--- config.mk ---
export PLATFORM = sky130hd
export DESIGN_NAME = alu_result_capture
export DESIGN_NICKNAME = d
export VERILOG_FILES = /design/src/rtl/alu_pkg.sv /design/src/rtl/alu_rec_fifo.sv /design/src/rtl/alu_result_capture.sv
export SDC_FILE = /design/constraint.sdc
export NUM_CORES = 1
export LEC_CHECK = 0
export ABC_AREA = 0
export ABC_CLOCK_PERIOD_IN_PS = 18900
export BUFFER_PORTS_ARGS = -buffer_cell sky130_fd_sc_hd__clkbuf_2
export CAP_MARGIN = 20
export CORE_MARGIN = 1.5
export CORE_UTILIZATION = 65
export CTS_BUF_LIST = sky130_fd_sc_hd__clkbuf_2
export CTS_CLUSTER_DIAMETER = 120
export DETAILED_ROUTE_END_ITERATION = 10
export GPL_ROUTABILITY_DRIVEN = 1
export HOLD_SLACK_MARGIN = 0.12
export PLACE_DENSITY_LB_ADDON = 0.25
export SLEW_MARGIN = 40
export SYNTH_ARGS = -nofsm -noshare
export SYNTH_HDL_FRONTEND = slang
export SYNTH_SLANG_ARGS = --single-unit
--- constraint.sdc ---
create_clock -name CLOCK_50 -period 18.9 [get_ports CLOCK_50]
set_input_delay 2.835 -clock CLOCK_50 [delete_from_list [all_inputs] [get_ports CLOCK_50]]
set_output_delay 2.835 -clock CLOCK_50 [all_outputs]
set_load 0.02 [all_outputs]
--- src/rtl/alu_pkg.sv ---
// Shared ALU definitions: opcodes, flag bit positions, the captured record
// layout and the per-opcode flag qualification helper.
package alu_pkg;

    localparam logic [3:0] ALU_AND  = 4'b0000;
    localparam logic [3:0] ALU_OR   = 4'b0001;
    localparam logic [3:0] ALU_ADD  = 4'b0010;
    localparam logic [3:0] ALU_SUB  = 4'b0011;
    localparam logic [3:0] ALU_NOR  = 4'b0100;
    localparam logic [3:0] ALU_XOR  = 4'b0101;
    localparam logic [3:0] ALU_SLT  = 4'b0110;
    localparam logic [3:0] ALU_SLL  = 4'b0111;
    localparam logic [3:0] ALU_SRL  = 4'b1000;
    localparam logic [3:0] ALU_SUBU = 4'b1001;
    localparam logic [3:0] ALU_ADDU = 4'b1011;

    localparam int FLAG_Z   = 0;
    localparam int FLAG_V   = 1;
    localparam int FLAG_LT  = 2;
    localparam int FLAG_C   = 3;
    localparam int FLAG_ILL = 4;

    localparam int FLAGS_W = 5;
    localparam int REC_W   = 41;

    typedef struct packed {
        logic [3:0]         op;
        logic [31:0]        result;
        logic [FLAGS_W-1:0] flags;
    } alu_rec_t;

    // Opcode 1010 and the whole 11xx range have no defined ALU operation.
    function automatic logic is_illegal_op(input logic [3:0] op);
        return (op == 4'b1010) || (op[3:2] == 2'b11);
    endfunction

    // Keep only the flags that carry architectural meaning for this opcode.
    function automatic logic [FLAGS_W-1:0] qualify_flags(
        input logic [3:0] op,
        input logic       zero,
        input logic       overflow,
        input logic       lessthan,
        input logic       carry
    );
        logic [FLAGS_W-1:0] f;
        f           = 5'b00000;
        f[FLAG_Z]   = zero;
        f[FLAG_LT]  = lessthan;
        f[FLAG_V]   = overflow && ((op == ALU_ADD) || (op == ALU_SUB));
        f[FLAG_C]   = carry && ((op == ALU_ADD) || (op == ALU_SUB) ||
                                (op == ALU_SUBU) || (op == ALU_ADDU));
        f[FLAG_ILL] = is_illegal_op(op);
        return f;
    endfunction

endpackage

--- src/rtl/alu_rec_fifo.sv ---
// Generic DEPTH x WIDTH synchronous FIFO with occupancy output.
// The head entry is held in an output register so the read side has no
// combinational path from any input; a record written at edge N is visible
// on pop_data right after edge N.
module alu_rec_fifo #(
    parameter int DEPTH = 4,
    parameter int WIDTH = 41,
    parameter int LVL_W = $clog2(DEPTH) + 1
) (
    input  logic             clk,
    input  logic             rst,
    input  logic             push_valid,
    output logic             push_ready,
    input  logic [WIDTH-1:0] push_data,
    output logic             pop_valid,
    input  logic             pop_ready,
    output logic [WIDTH-1:0] pop_data,
    output logic [LVL_W-1:0] level
);

    localparam int PTR_W = $clog2(DEPTH);

    logic [WIDTH-1:0] mem_r [DEPTH];
    logic [PTR_W-1:0] wr_ptr_r;
    logic [PTR_W-1:0] rd_ptr_r;
    logic [LVL_W-1:0] count_r;
    logic [WIDTH-1:0] head_r;
    logic             valid_r;

    logic             push_s;
    logic             pop_s;
    logic [PTR_W-1:0] wr_next_s;
    logic [PTR_W-1:0] rd_next_s;
    logic [LVL_W-1:0] count_next_s;
    logic [WIDTH-1:0] head_next_s;

    assign push_ready = (count_r != LVL_W'(DEPTH));
    assign push_s     = push_valid && push_ready;
    assign pop_s      = valid_r && pop_ready;
    assign pop_valid  = valid_r;
    assign pop_data   = head_r;
    assign level      = count_r;

    // Next pointers, occupancy and the record that will sit at the head.
    always_comb begin
        wr_next_s    = push_s ? (wr_ptr_r + PTR_W'(1)) : wr_ptr_r;
        rd_next_s    = pop_s  ? (rd_ptr_r + PTR_W'(1)) : rd_ptr_r;
        case ({push_s, pop_s})
            2'b10:   count_next_s = count_r + LVL_W'(1);
            2'b01:   count_next_s = count_r - LVL_W'(1);
            default: count_next_s = count_r;
        endcase
        if (count_next_s == LVL_W'(0)) begin
            head_next_s = head_r;
        end else if (push_s && (rd_next_s == wr_ptr_r)) begin
            // New head is the slot being written this cycle.
            head_next_s = push_data;
        end else begin
            head_next_s = mem_r[rd_next_s];
        end
    end

    // Storage, pointers, occupancy and registered head/valid.
    always_ff @(posedge clk or posedge rst) begin
        if (rst) begin
            for (int i = 0; i < DEPTH; i++) begin
                mem_r[i] <= '0;
            end
            wr_ptr_r <= '0;
            rd_ptr_r <= '0;
            count_r  <= '0;
            head_r   <= '0;
            valid_r  <= 1'b0;
        end else begin
            if (push_s) begin
                mem_r[wr_ptr_r] <= push_data;
            end
            wr_ptr_r <= wr_next_s;
            rd_ptr_r <= rd_next_s;
            count_r  <= count_next_s;
            head_r   <= head_next_s;
            valid_r  <= (count_next_s != LVL_W'(0));
        end
    end

endmodule

--- src/rtl/alu_result_capture.sv ---
// Consumer end of the ALU interface. Qualifies the raw ALU flags per opcode,
// stores {op, result, flags} in a small response FIFO and returns records
// through a valid/ready handshake.
// Optional feature: define ALU_STICKY_STATUS_EN to enable the sticky
// overflow/carry status bits and the saturating overflow event counter.
module alu_result_capture
    import alu_pkg::*;
#(
    parameter int DEPTH = 4,
    parameter int CNT_W = 16
) (
    input  logic                     CLOCK_50,
    input  logic                     reset,
    input  logic                     cap_valid,
    output logic                     cap_ready,
    input  logic [3:0]               cap_op,
    input  logic [31:0]              alu_result,
    input  logic                     zero,
    input  logic                     overflow,
    input  logic                     lessthan,
    input  logic                     carry,
    output logic                     rsp_valid,
    input  logic                     rsp_ready,
    output logic [3:0]               rsp_op,
    output logic [31:0]              rsp_result,
    output logic [4:0]               rsp_flags,
    output logic [$clog2(DEPTH):0]   level,
    input  logic                     status_clr,
    output logic                     sticky_ovf,
    output logic                     sticky_carry,
    output logic [CNT_W-1:0]         ovf_count
);

    alu_rec_t cap_rec_s;
    alu_rec_t rsp_rec_s;
    logic     push_s;

    // Build the record to store, with flags already qualified.
    always_comb begin
        cap_rec_s.op     = cap_op;
        cap_rec_s.result = alu_result;
        cap_rec_s.flags  = qualify_flags(cap_op, zero, overflow, lessthan, carry);
    end

    assign push_s = cap_valid && cap_ready;

    alu_rec_fifo #(
        .DEPTH (DEPTH),
        .WIDTH (REC_W)
    ) u_fifo (
        .clk        (CLOCK_50),
        .rst        (reset),
        .push_valid (cap_valid),
        .push_ready (cap_ready),
        .push_data  (cap_rec_s),
        .pop_valid  (rsp_valid),
        .pop_ready  (rsp_ready),
        .pop_data   (rsp_rec_s),
        .level      (level)
    );

    assign rsp_op     = rsp_rec_s.op;
    assign rsp_result = rsp_rec_s.result;
    assign rsp_flags  = rsp_rec_s.flags;

`ifdef ALU_STICKY_STATUS_EN
    logic             sticky_ovf_r;
    logic             sticky_carry_r;
    logic [CNT_W-1:0] ovf_count_r;
    logic             ovf_evt_s;
    logic             carry_evt_s;

    assign ovf_evt_s   = push_s && cap_rec_s.flags[FLAG_V];
    assign carry_evt_s = push_s && cap_rec_s.flags[FLAG_C];

    // Sticky status; an event coinciding with a clear survives the clear.
    always_ff @(posedge CLOCK_50 or posedge reset) begin
        if (reset) begin
            sticky_ovf_r   <= 1'b0;
            sticky_carry_r <= 1'b0;
            ovf_count_r    <= '0;
        end else if (status_clr) begin
            sticky_ovf_r   <= ovf_evt_s;
            sticky_carry_r <= carry_evt_s;
            ovf_count_r    <= ovf_evt_s ? CNT_W'(1) : CNT_W'(0);
        end else begin
            if (ovf_evt_s) begin
                sticky_ovf_r <= 1'b1;
            end
            if (carry_evt_s) begin
                sticky_carry_r <= 1'b1;
            end
            if (ovf_evt_s && (ovf_count_r != {CNT_W{1'b1}})) begin
                ovf_count_r <= ovf_count_r + CNT_W'(1);
            end
        end
    end

    assign sticky_ovf   = sticky_ovf_r;
    assign sticky_carry = sticky_carry_r;
    assign ovf_count    = ovf_count_r;
`else
    logic unused_status_s;
    assign unused_status_s = status_clr ^ push_s;
    assign sticky_ovf      = 1'b0;
    assign sticky_carry    = 1'b0;
    assign ovf_count       = '0;
`endif

endmodule

==> run_results.csv, run 1 <==
group,metric,value,unit
outcome,status,"completed",
worst_setup_path,cp_data_arrival_time,5720,ps
floorplanning,die_x,124.7,um
pwr,combPwrFrac,47.5,%
pwr,p_per_area,200.1,nW/um2
layout,syn2layout_area_growth,9.744,%
logic_synthesis,synth_edf_count,0,
clocking,clk_path_buf_depth,3,
logic_synthesis,yosys-top-cells-area,"dfrtp_1 (55%), mux2_2 (23%), a21oi_1 (3.9%)",
logic_synthesis,syn-cell-area,9630,um2
floorplanning,initial_core_util,66.51,%
worst_setup_path,crit_path_end_kind,"flip-flop",
place,detailed_place_hpwl,12.24,mm
timing,finClkSkew,31.36,ps
clocking,holdBufCountCts,0,
drt,drt_pre_antenna_iters,4,
timing,worst_pin_slew,704.7,ps
timing,rsz0062_at_grt,"no",
global_route,grt-ovfl-total,0,
logic_synthesis,syn_inst,802,
clocking,clk_pin_slew_worst_paths,90,ps
worst_setup_path,cp_slowest_cell,"buf_4",
worst_setup_path,worstPathCellList,"clkbuf_2 > and2_1 > inv_2 > ha_1 > fa_1 > mux2_2 > nor2_1 > and3_2 > buf_4 > inv_4 > nor2_1 > a31oi_1",
timing,min_period_over_period,26.75,%
logic_synthesis,synth_area_per_cell,12.01,um2
worst_setup_path,cpPeakStageDelay,490,ps
clocking,cts_resized,0,
pwr,p_switching,0.8461,mW
layout,final_nets,956,
timing,hold_slack,493.6,ps
logic_synthesis,synth_common_cells,"dfrtp_1 (213), mux2_2 (194), nor2_1 (84), a21oi_1 (76), or3_1 (42)",
pwr,p_total,2.115,mW
clocking,htreeDepth,2,
logic_synthesis,async_flop_share,100.0,%
layout,drive_above_1_share,40.99,%
clocking,cts.sinks,213,
global_route,antenna_found_initial,0,
worst_setup_path,critical_path_class,"in -> reg",
global_route,grt_pass1_vias,7258,
timing,slew_headroom,53.02,%
clocking,cts_buffers,52,
logic_synthesis,ys_seq_area_share,55.35,%
logic_synthesis,synth_top_area_share,55.35,%
floorplanning,die_area,15560,um2
pwr,p_int,1.269,mW
pwr,max-vdd-ir-drop,0.1111,mV
floorplanning,num_rows,44,
global_route,grt_pass1_wl,35.54,mm
timing,finalSetupViolCount,0,
place,io_buffers,89,
global_route,grt_max_degree,143,
floorplanning,die_h,124.7,um
clocking,cts_root_buffer,"clkbuf_2",
clocking,clk_latency,830,ps
drt,num_vias,6681,
pwr,p_leak,4.875,nW
drt,wirelength,21.43,mm
pwr,pwr-share-seq,39.7,%
floorplanning,ios,109,
place,place_congestion,0.7390,
drt,route.detailed.drc,0,
pwr,swShare,40.01,%
run,maxCapViolCount,0,
timing,hold_viol,0,
clocking,postCtsSetupRepairBufs,0,
worst_setup_path,crit_path_start_kind,"input port",
worst_setup_path,critPathMostFrequentCell,"nor2_1",
layout,antenna_cells,0,
drt,drt-vias-per-instance,5.987,
drt,antenna_left,0,
timing,tns,0,ps
hold_path,min_path_type,"reg -> reg",
floorplanning,core-area,14480,um2
timing,period_minus_slack,5055,ps
worst_setup_path,worstPathRequired,19570,ps
global_route,grt_use_total,28.65,%
logic_synthesis,yosysWarningCount,0,
layout,final_cells,1116,
worst_setup_path,crit_fanout,45,
logic_synthesis,synth.distinct_cells,37,
logic_synthesis,dominantRegCellSynth,"dfrtp_1",
timing,fmax,197.8,MHz
logic_synthesis,synth_seq_cells,213,
place,place_inst,1034,
clocking,cts_tree,"yes",
drt,routedWlPerCell,19.20,um
logic_synthesis,yosysMostFrequentCell,"dfrtp_1",
logic_synthesis,synth_largest_area_cell,"dfrtp_1",
timing,drv_slew,0,
drt,drt-initial-drc-count,483,
pwr,clockPowerShare,12.8,%
-- cell type report --
cell class	count	area (um2)
Sequential cell	213	5331
Multi-Input combinational cell	529	4019
Fill cell	1025	3910
Timing Repair Buffer	101	551.8
Clock buffer	70	350.3
Tap cell	184	230.2
Inverter	8	45.04
Clock inverter	11	41.29
-- worst paths after layout --
| check | slack, ps | end | from | depth (start not counted) |
|---|---|---|---|---|
| min in group asynchronous | 2150 | u_fifo.mem_r[118] | reset | 2 |
| max in group asynchronous | 15610 | u_fifo.mem_r[112] | reset | 3 |
| min | 490 | u_fifo.mem_r[127] | u_fifo.mem_r[127] | 2 |
| min reg2reg | 490 | u_fifo.mem_r[127] | u_fifo.mem_r[127] | 2 |
| max reg2reg | 15170 | u_fifo.pop_data[3] | u_fifo.level[0] | 12 |
| max | 13840 | u_fifo.pop_data[3] | cap_valid | 12 |
-- through the flow --
| stage | util, % | area [um2] | setup WS, ps |
|---|---|---|---|
| floorplan | - | 9694 | 10240 |
| global placement | 70.07 | 10150 | 12870 |
| global route | 73.00 | 10570 | 13680 |
| detailed placement | 70.13 | 10150 | 13010 |
| finish | 73.00 | 10570 | 13840 |
| CTS | 72.83 | 10550 | 13900 |
-- sequential cells by signal, summed over array words and instances, names as in the netlist --
| signal | count |
|---|---|
| u_fifo.mem_r | 164 |
| u_fifo.pop_data | 41 |
| u_fifo.level | 3 |
| u_fifo.rd_ptr_r | 2 |
| u_fifo.wr_ptr_r | 2 |
| u_fifo.pop_valid | 1 |
-- layer usage --
layer / wire length [um] / GRT usage, % / vias to the layer above
li1: - / - / 3042
met1: 8708 / 34.51 / 3394
met4: 374 / 11.49 / 0
met5: 0 / 0 / -
met2: 11160 / 49.90 / 207
met3: 1194 / 6.615 / 38
-- placed cells by master (no fill, tap or decap), types with 5 or more instances in the layout --
cell type and count:
a21oi_1 76, buf_4 10, clkbuf_2 159, clkinv_1 9, conb_1 18, dfrtp_1 212
ha_1 5, mux2_2 194, nand2_1 16, nor2_1 84, o21ai_0 15, o22ai_1 40
or3_1 42
-- cells by family after synthesis --
family          share of synthesized area (%)
mux                                     22.68
compound gates                          8.354
other cells                           0.03894
buf+inv                                 4.145
simple gates                            8.029
xor+xnor                               0.5457
flops                                   55.35
fa+ha+maj                              0.8575
-- power groups by stage --
stage	clock, mW	combinational [mW]	sequential [mW]
2_1_floorplan	0	0.715	0.853
3_3_place_gp	0	0.952	0.819
3_5_place_dp	0	0.997	0.845
4_1_cts	0.279	1.00	0.836
5_1_grt	0.303	1.10	0.863
6_report	0.270	1.00	0.840
-- worst max-delay path, delay by kind of cell --
kind,cells,cell delay [ps]
buf+inv,4,1050
simple gates,4,810
fa+ha+maj,2,670
mux,1,280
compound gates,1,60
(Power assumes the default switching activity.)
==> run 2: changes to the inputs <==
--- a/config.mk
+++ b/config.mk
@@ -6,11 +6,11 @@
 export NUM_CORES = 1
 export LEC_CHECK = 0
 export ABC_AREA = 0
-export ABC_CLOCK_PERIOD_IN_PS = 18900
+export ABC_CLOCK_PERIOD_IN_PS = 4710
 export BUFFER_PORTS_ARGS = -buffer_cell sky130_fd_sc_hd__clkbuf_2
 export CAP_MARGIN = 20
 export CORE_MARGIN = 1.5
-export CORE_UTILIZATION = 65
+export CORE_UTILIZATION = 61
 export CTS_BUF_LIST = sky130_fd_sc_hd__clkbuf_2
 export CTS_CLUSTER_DIAMETER = 120
 export DETAILED_ROUTE_END_ITERATION = 10
==> constraint.sdc (replaced) <==
create_clock -name CLOCK_50 -period 4.71 [get_ports CLOCK_50]
set_input_delay 0.7065 -clock CLOCK_50 [delete_from_list [all_inputs] [get_ports CLOCK_50]]
set_output_delay 0.7065 -clock CLOCK_50 [all_outputs]
set_load 0.02 [all_outputs]
==> run_results.csv, run 2 (synthesis gave the netlist of run 1 again) <==
group,metric,value,unit
timing,finalSetupViolCount,0,
timing,slew_headroom,49.71,%
floorplanning,num_rows,45,
global_route,antenna_found_initial,0,
layout,syn2layout_area_growth,12.29,%
place,io_buffers,89,
worst_setup_path,r2r-end,"u_fifo.pop_data[1]",
worst_setup_path,crit_path_start_kind,"flip-flop",
clocking,cts_resized,0,
timing,tns,0,ps
worst_setup_path,crit_fanout,26,
worst_setup_path,r2r_setup_slack,1290,ps
worst_setup_path,cpPeakStageDelay,450,ps
drt,num_vias,6759,
pwr,max-vdd-ir-drop,0.4695,mV
worst_setup_path,cp_slowest_cell,"dfrtp_1",
timing,rsz0062_at_grt,"no",
pwr,p_leak,4.989,nW
drt,wirelength,21.67,mm
pwr,p_per_area,797.8,nW/um2
place,post-place-ws,1148,ps
clocking,cts_buffers,54,
floorplanning,core-area,15310,um2
worst_setup_path,reg2reg_from,"u_fifo.level[0]",
place,detailed_place_hpwl,13.12,mm
global_route,grt-ovfl-total,0,
floorplanning,die_area,16550,um2
worst_setup_path,crit_end,"u_fifo.pop_data[1]",
timing,drv_slew,0,
timing,fin_ws,1285,ps
clocking,htreeDepth,2,
drt,dr_wl_met3,1.073,mm
global_route,grt_max_degree,95,
hold_path,min_path_cells,2,
clocking,cts_root_buffer,"clkbuf_2",
layout,largest-register,"u_fifo.mem_r",
worst_setup_path,worstPathCellList,"or3b_1 > and2_1 > inv_2 > ha_1 > fa_1 > xnor2_1 > or3_1 > and3_2 > inv_2 > buf_12 > nor2_1 > a31oi_1",
clocking,clk_path_buf_depth,3,
worst_setup_path,crit_path_end_kind,"flip-flop",
worst_setup_path,critPathMostFrequentCell,"inv_2",
floorplanning,die_h,128.7,um
drt,drt-vias-per-instance,5.842,
global_route,grt_pass1_vias,7011,
layout,most-common-layout-cells,"dfrtp_1 (212), mux2_2 (194), clkbuf_2 (169), nor2_1 (84), a21oi_1 (76)",
timing,min_period_over_period,72.71,%
drt,routed.top_layer,"met4",
clocking,cts.sinks,213,
layout,largest_reg_flops,164,
timing,fmax,292.0,MHz
floorplanning,initial_core_util,62.88,%
run,maxCapViolCount,0,
worst_setup_path,path_depth,12,
layout,drive_above_1_share,41.97,%
drt,route.met2.wl,11.13,mm
worst_setup_path,worst-path-buf-inv,3,
layout,final_common_cell,"dfrtp_1",
place,place_congestion,0.7510,
timing,hold_viol,0,
hold_path,min_path_type,"in -> reg",
worst_setup_path,critPathTopFamily,"simple AND/OR/NAND/NOR gates",
timing,period_minus_slack,3425,ps
drt,drt_pre_antenna_iters,5,
clocking,clk_pin_slew_worst_paths,100,ps
drt,drt-initial-drc-count,386,
worst_setup_path,reg2reg_depth,12,
drt,antenna_left,0,
drt,routedWlPerCell,18.73,um
layout,final_nets,967,
worst_setup_path,cp_data_arrival_time,4140,ps
worst_setup_path,critical_path.startpoint,"u_fifo.level[0]",
pwr,p_total,8.628,mW
layout,antenna_cells,0,
timing,worst_pin_slew,754.4,ps
drt,met1Wirelength,9.050,mm
floorplanning,ios,109,
global_route,grt_use_total,27.04,%
clocking,cts_tree,"yes",
worst_setup_path,worstPathRequired,5430,ps
timing,finClkSkew,44.34,ps
clocking,clk_latency,820,ps
floorplanning,die_x,128.7,um
drt,route.detailed.drc,0,
outcome,status,"completed",
worst_setup_path,critical_path_class,"reg -> reg",
global_route,grt_pass1_wl,34.86,mm
run 2: how the worst min path moves through the flow:
stage / from / to / slack (ps)
finish: alu_result[23] / u_fifo.mem_r[28] / 190
global route: alu_result[7] / u_fifo.mem_r[94] / 120
CTS: alu_result[24] / u_fifo.mem_r[29] / 120
detailed placement: u_fifo.mem_r[42] / u_fifo.mem_r[42] / 470
global placement: u_fifo.mem_r[1] / u_fifo.mem_r[1] / 460
floorplan: u_fifo.mem_r[1] / u_fifo.mem_r[1] / 440
run 2: timing repair:
action,in CTS,in global routing
setup buffers,0,0
hold endpoints to repair,50,3
hold buffers,2,2
run 2: report_power, final:
part	switching (mW)	internal [mW]	leakage, nW
combinational	2.13	1.98	2.12
clock	0.709	0.441	0.343
sequential	0.572	2.80	2.53
total	3.41	5.21	4.99
run 2: area by class of cell:
cell class | instances | area [um2]
Clock buffer | 80 | 400.4
Clock inverter | 6 | 26.28
Sequential cell | 213 | 5331
Inverter | 8 | 33.78
Tap cell | 211 | 264.0
Fill cell | 1117 | 4501
Multi-Input combinational cell | 529 | 4040
Timing Repair Buffer | 110 | 718.2
run 2: worst register-to-register path, stage by stage (launching register included):
cell and delay (ps):
dfrtp_1 450, or3b_1 160, and2_1 420, inv_2 110, ha_1 240, fa_1 380, xnor2_1 140, or3_1 320
and3_2 220, inv_2 410, buf_12 270, nor2_1 90, a31oi_1 150
run 2: routing by layer:
layer  global-route usage (%)  up-vias
met5                        0        -
met4                    10.58        0
met3                    6.071       35
met2                    46.46      197
met1                    33.48     3455
li1                         -     3072
run 2: through the flow:
| stage | cells | util [%] | cell area (um2) | hold WS (ps) |
|---|---|---|---|---|
| 6_report | 1157 | 70.61 | 10810 | 188.0 |
| 5_1_grt | 1157 | 70.61 | 10810 | 122.8 |
| 4_1_cts | 1154 | 70.32 | 10770 | 123.5 |
| 3_5_place_dp | 1066 | 67.40 | 10320 | 470.9 |
| 3_3_place_gp | 1062 | 66.66 | 10210 | 457.9 |
| 2_1_floorplan | 819 | - | 9698 | 444.4 |
==> run 3: changes to the inputs <==
--- a/config.mk
+++ b/config.mk
@@ -6,7 +6,7 @@
 export NUM_CORES = 1
 export LEC_CHECK = 0
 export ABC_AREA = 0
-export ABC_CLOCK_PERIOD_IN_PS = 4710
+export ABC_CLOCK_PERIOD_IN_PS = 3230
 export BUFFER_PORTS_ARGS = -buffer_cell sky130_fd_sc_hd__clkbuf_2
 export CAP_MARGIN = 20
 export CORE_MARGIN = 1.5
==> constraint.sdc (replaced) <==
create_clock -name CLOCK_50 -period 3.23 [get_ports CLOCK_50]
set_input_delay 0.4845 -clock CLOCK_50 [delete_from_list [all_inputs] [get_ports CLOCK_50]]
set_output_delay 0.4845 -clock CLOCK_50 [all_outputs]
set_load 0.02 [all_outputs]
==> run_results.csv, run 3 (synthesis gave the netlist of run 1 again) <==
group,metric,value,unit
outcome,status,"completed",
place,place_area,10360,um2
clocking,clk_pin_slew_worst_paths,100,ps
clocking,cts.sinks,213,
floorplanning,die_x,128.7,um
clocking,holdBufCountCts,41,
timing,finClkSkew,70.79,ps
clocking,cts_buffers,53,
global_route,antenna_found_initial,1,
timing,drv_slew,0,
worst_setup_path,critical_path.startpoint,"u_fifo.level[0]",
layout,largest_reg_flops,164,
drt,route.detailed.drc,0,
timing,rsz0062_at_grt,"no",
run,maxCapViolCount,0,
global_route,grt_pass1_wl,36.68,mm
timing,slew_headroom,55.43,%
floorplanning,num_rows,45,
worst_setup_path,crit_path_start_kind,"flip-flop",
clocking,clk_path_buf_depth,3,
place,place_congestion,0.7951,
clocking,htreeDepth,2,
drt,routedWlPerCell,18.91,um
layout,postLayoutCellArea,11200,um2
layout,post-route-util,73.15,%
worst_setup_path,cp_data_arrival_time,3650,ps
worst_setup_path,crit_fanout,23,
global_route,grt_use_total,28.30,%
global_route,grt_max_degree,96,
pwr,p_per_area,1136,nW/um2
drt,antenna_left,0,
floorplanning,die_area,16550,um2
floorplanning,initial_core_util,62.88,%
global_route,grt-ovfl-total,0,
drt,drt_pre_antenna_iters,5,
layout,n_fill_cell,1072,
clocking,cts_tree,"yes",
hold_path,min_path_type,"in -> reg",
clocking,cts_root_buffer,"clkbuf_2",
clocking,postCtsSetupRepairBufs,0,
layout,final_common_cell,"dfrtp_1",
clocking,cts_resized,0,
worst_setup_path,critical_path_class,"reg -> reg",
floorplanning,die_h,128.7,um
layout,syn2layout_area_growth,16.33,%
worst_setup_path,worstPathRequired,3920,ps
layout,most-common-layout-cells,"dfrtp_1 (212), mux2_2 (194), clkbuf_2 (166), nor2_1 (84), a21oi_1 (76)",
global_route,grt_pass1_vias,7431,
drt,num_vias,7014,
timing,hold_viol,0,
timing,worst_pin_slew,667.1,ps
layout,largest-register,"u_fifo.mem_r",
worst_setup_path,reg2reg_from,"u_fifo.level[0]",
drt,wirelength,22.67,mm
place,io_buffers,89,
hold_path,min_from,"rsp_ready",
timing,fmax,338.0,MHz
timing,min_period_over_period,91.60,%
pwr,p_leak,5.153,nW
floorplanning,ios,109,
layout,final_nets,1007,
floorplanning,core-area,15310,um2
timing,period_minus_slack,2959,ps
clocking,clk_latency,830,ps
drt,drt-vias-per-instance,5.850,
timing,finalSetupViolCount,0,
worst_setup_path,crit_path_end_kind,"flip-flop",
layout,drive_above_1_share,40.53,%
drt,drt-initial-drc-count,478,
place,detailed_place_hpwl,13.26,mm
pwr,max-vdd-ir-drop,0.6198,mV
==> run 3: path summary, 6_finish.rpt <==
path	to	slack, ps	cells after the start
worst min register to register	u_fifo.mem_r[3]	490	2
worst min-delay path	u_fifo.rd_ptr_r[1]	210	3
min in group asynchronous	u_fifo.pop_data[5]	320	3
worst max-delay path	u_fifo.pop_data[17]	270	11
max in group asynchronous	u_fifo.mem_r[94]	1960	4
worst max register to register	u_fifo.pop_data[17]	270	11
==> run 3: layout make-up <==
type | instances | area [um2] | area share (%)
timing repair buffer | 151 | 1126 | 10.05
clock buffer | 77 | 385.4 | 3.440
tap | 211 | 264.0 | 2.356
clock inverter | 9 | 41.29 | 0.3686
inverter | 8 | 33.78 | 0.3015
multi-input combinational | 529 | 4019 | 35.87
sequential | 213 | 5331 | 47.59
antenna | 1 | 2.502 | 0.02234
==> run 3: where the power goes <==
group	internal [mW]	switching, mW	total (mW)
registers	4.08	0.830	4.91
logic	2.97	3.20	6.17
clock network	0.629	1.02	1.65
total	7.68	5.05	12.7
==> run 3: critical path: stages, from the launching register on <==
cell     delay (ps)
dfrtp_1         450
or3b_1          410
and2_1          190
inv_2            80
ha_1            190
fa_1            410
mux2_2          280
nor2_1           90
and3_2          220
buf_4           320
a21oi_1          90
a21oi_1         150
==> run 3: metal layers <==
metal  vias up  wire (um)  track usage (%)
met5         -          0                0
met2       241      11740            50.02
li1       3145          -                -
met4         0        448            10.18
met3        40       1154            5.696
met1      3588       9328            34.62
==> run 3: stage by stage <==
stage                     setup TNS [ps]  instances  setup WS [ps]  total power, mW  hold WS [ps]
after detailed placement               0       1071          269.3            11.02         470.7
after floorplan                    -5254        819         -24.67            9.183         444.4
after global routing                   0       1199          80.57            13.59         180.6
final                                  0       1199          271.4            12.73         211.7
after CTS                              0       1198          247.7            12.73         149.3
after global placement                 0       1071          360.7            10.63         458.1
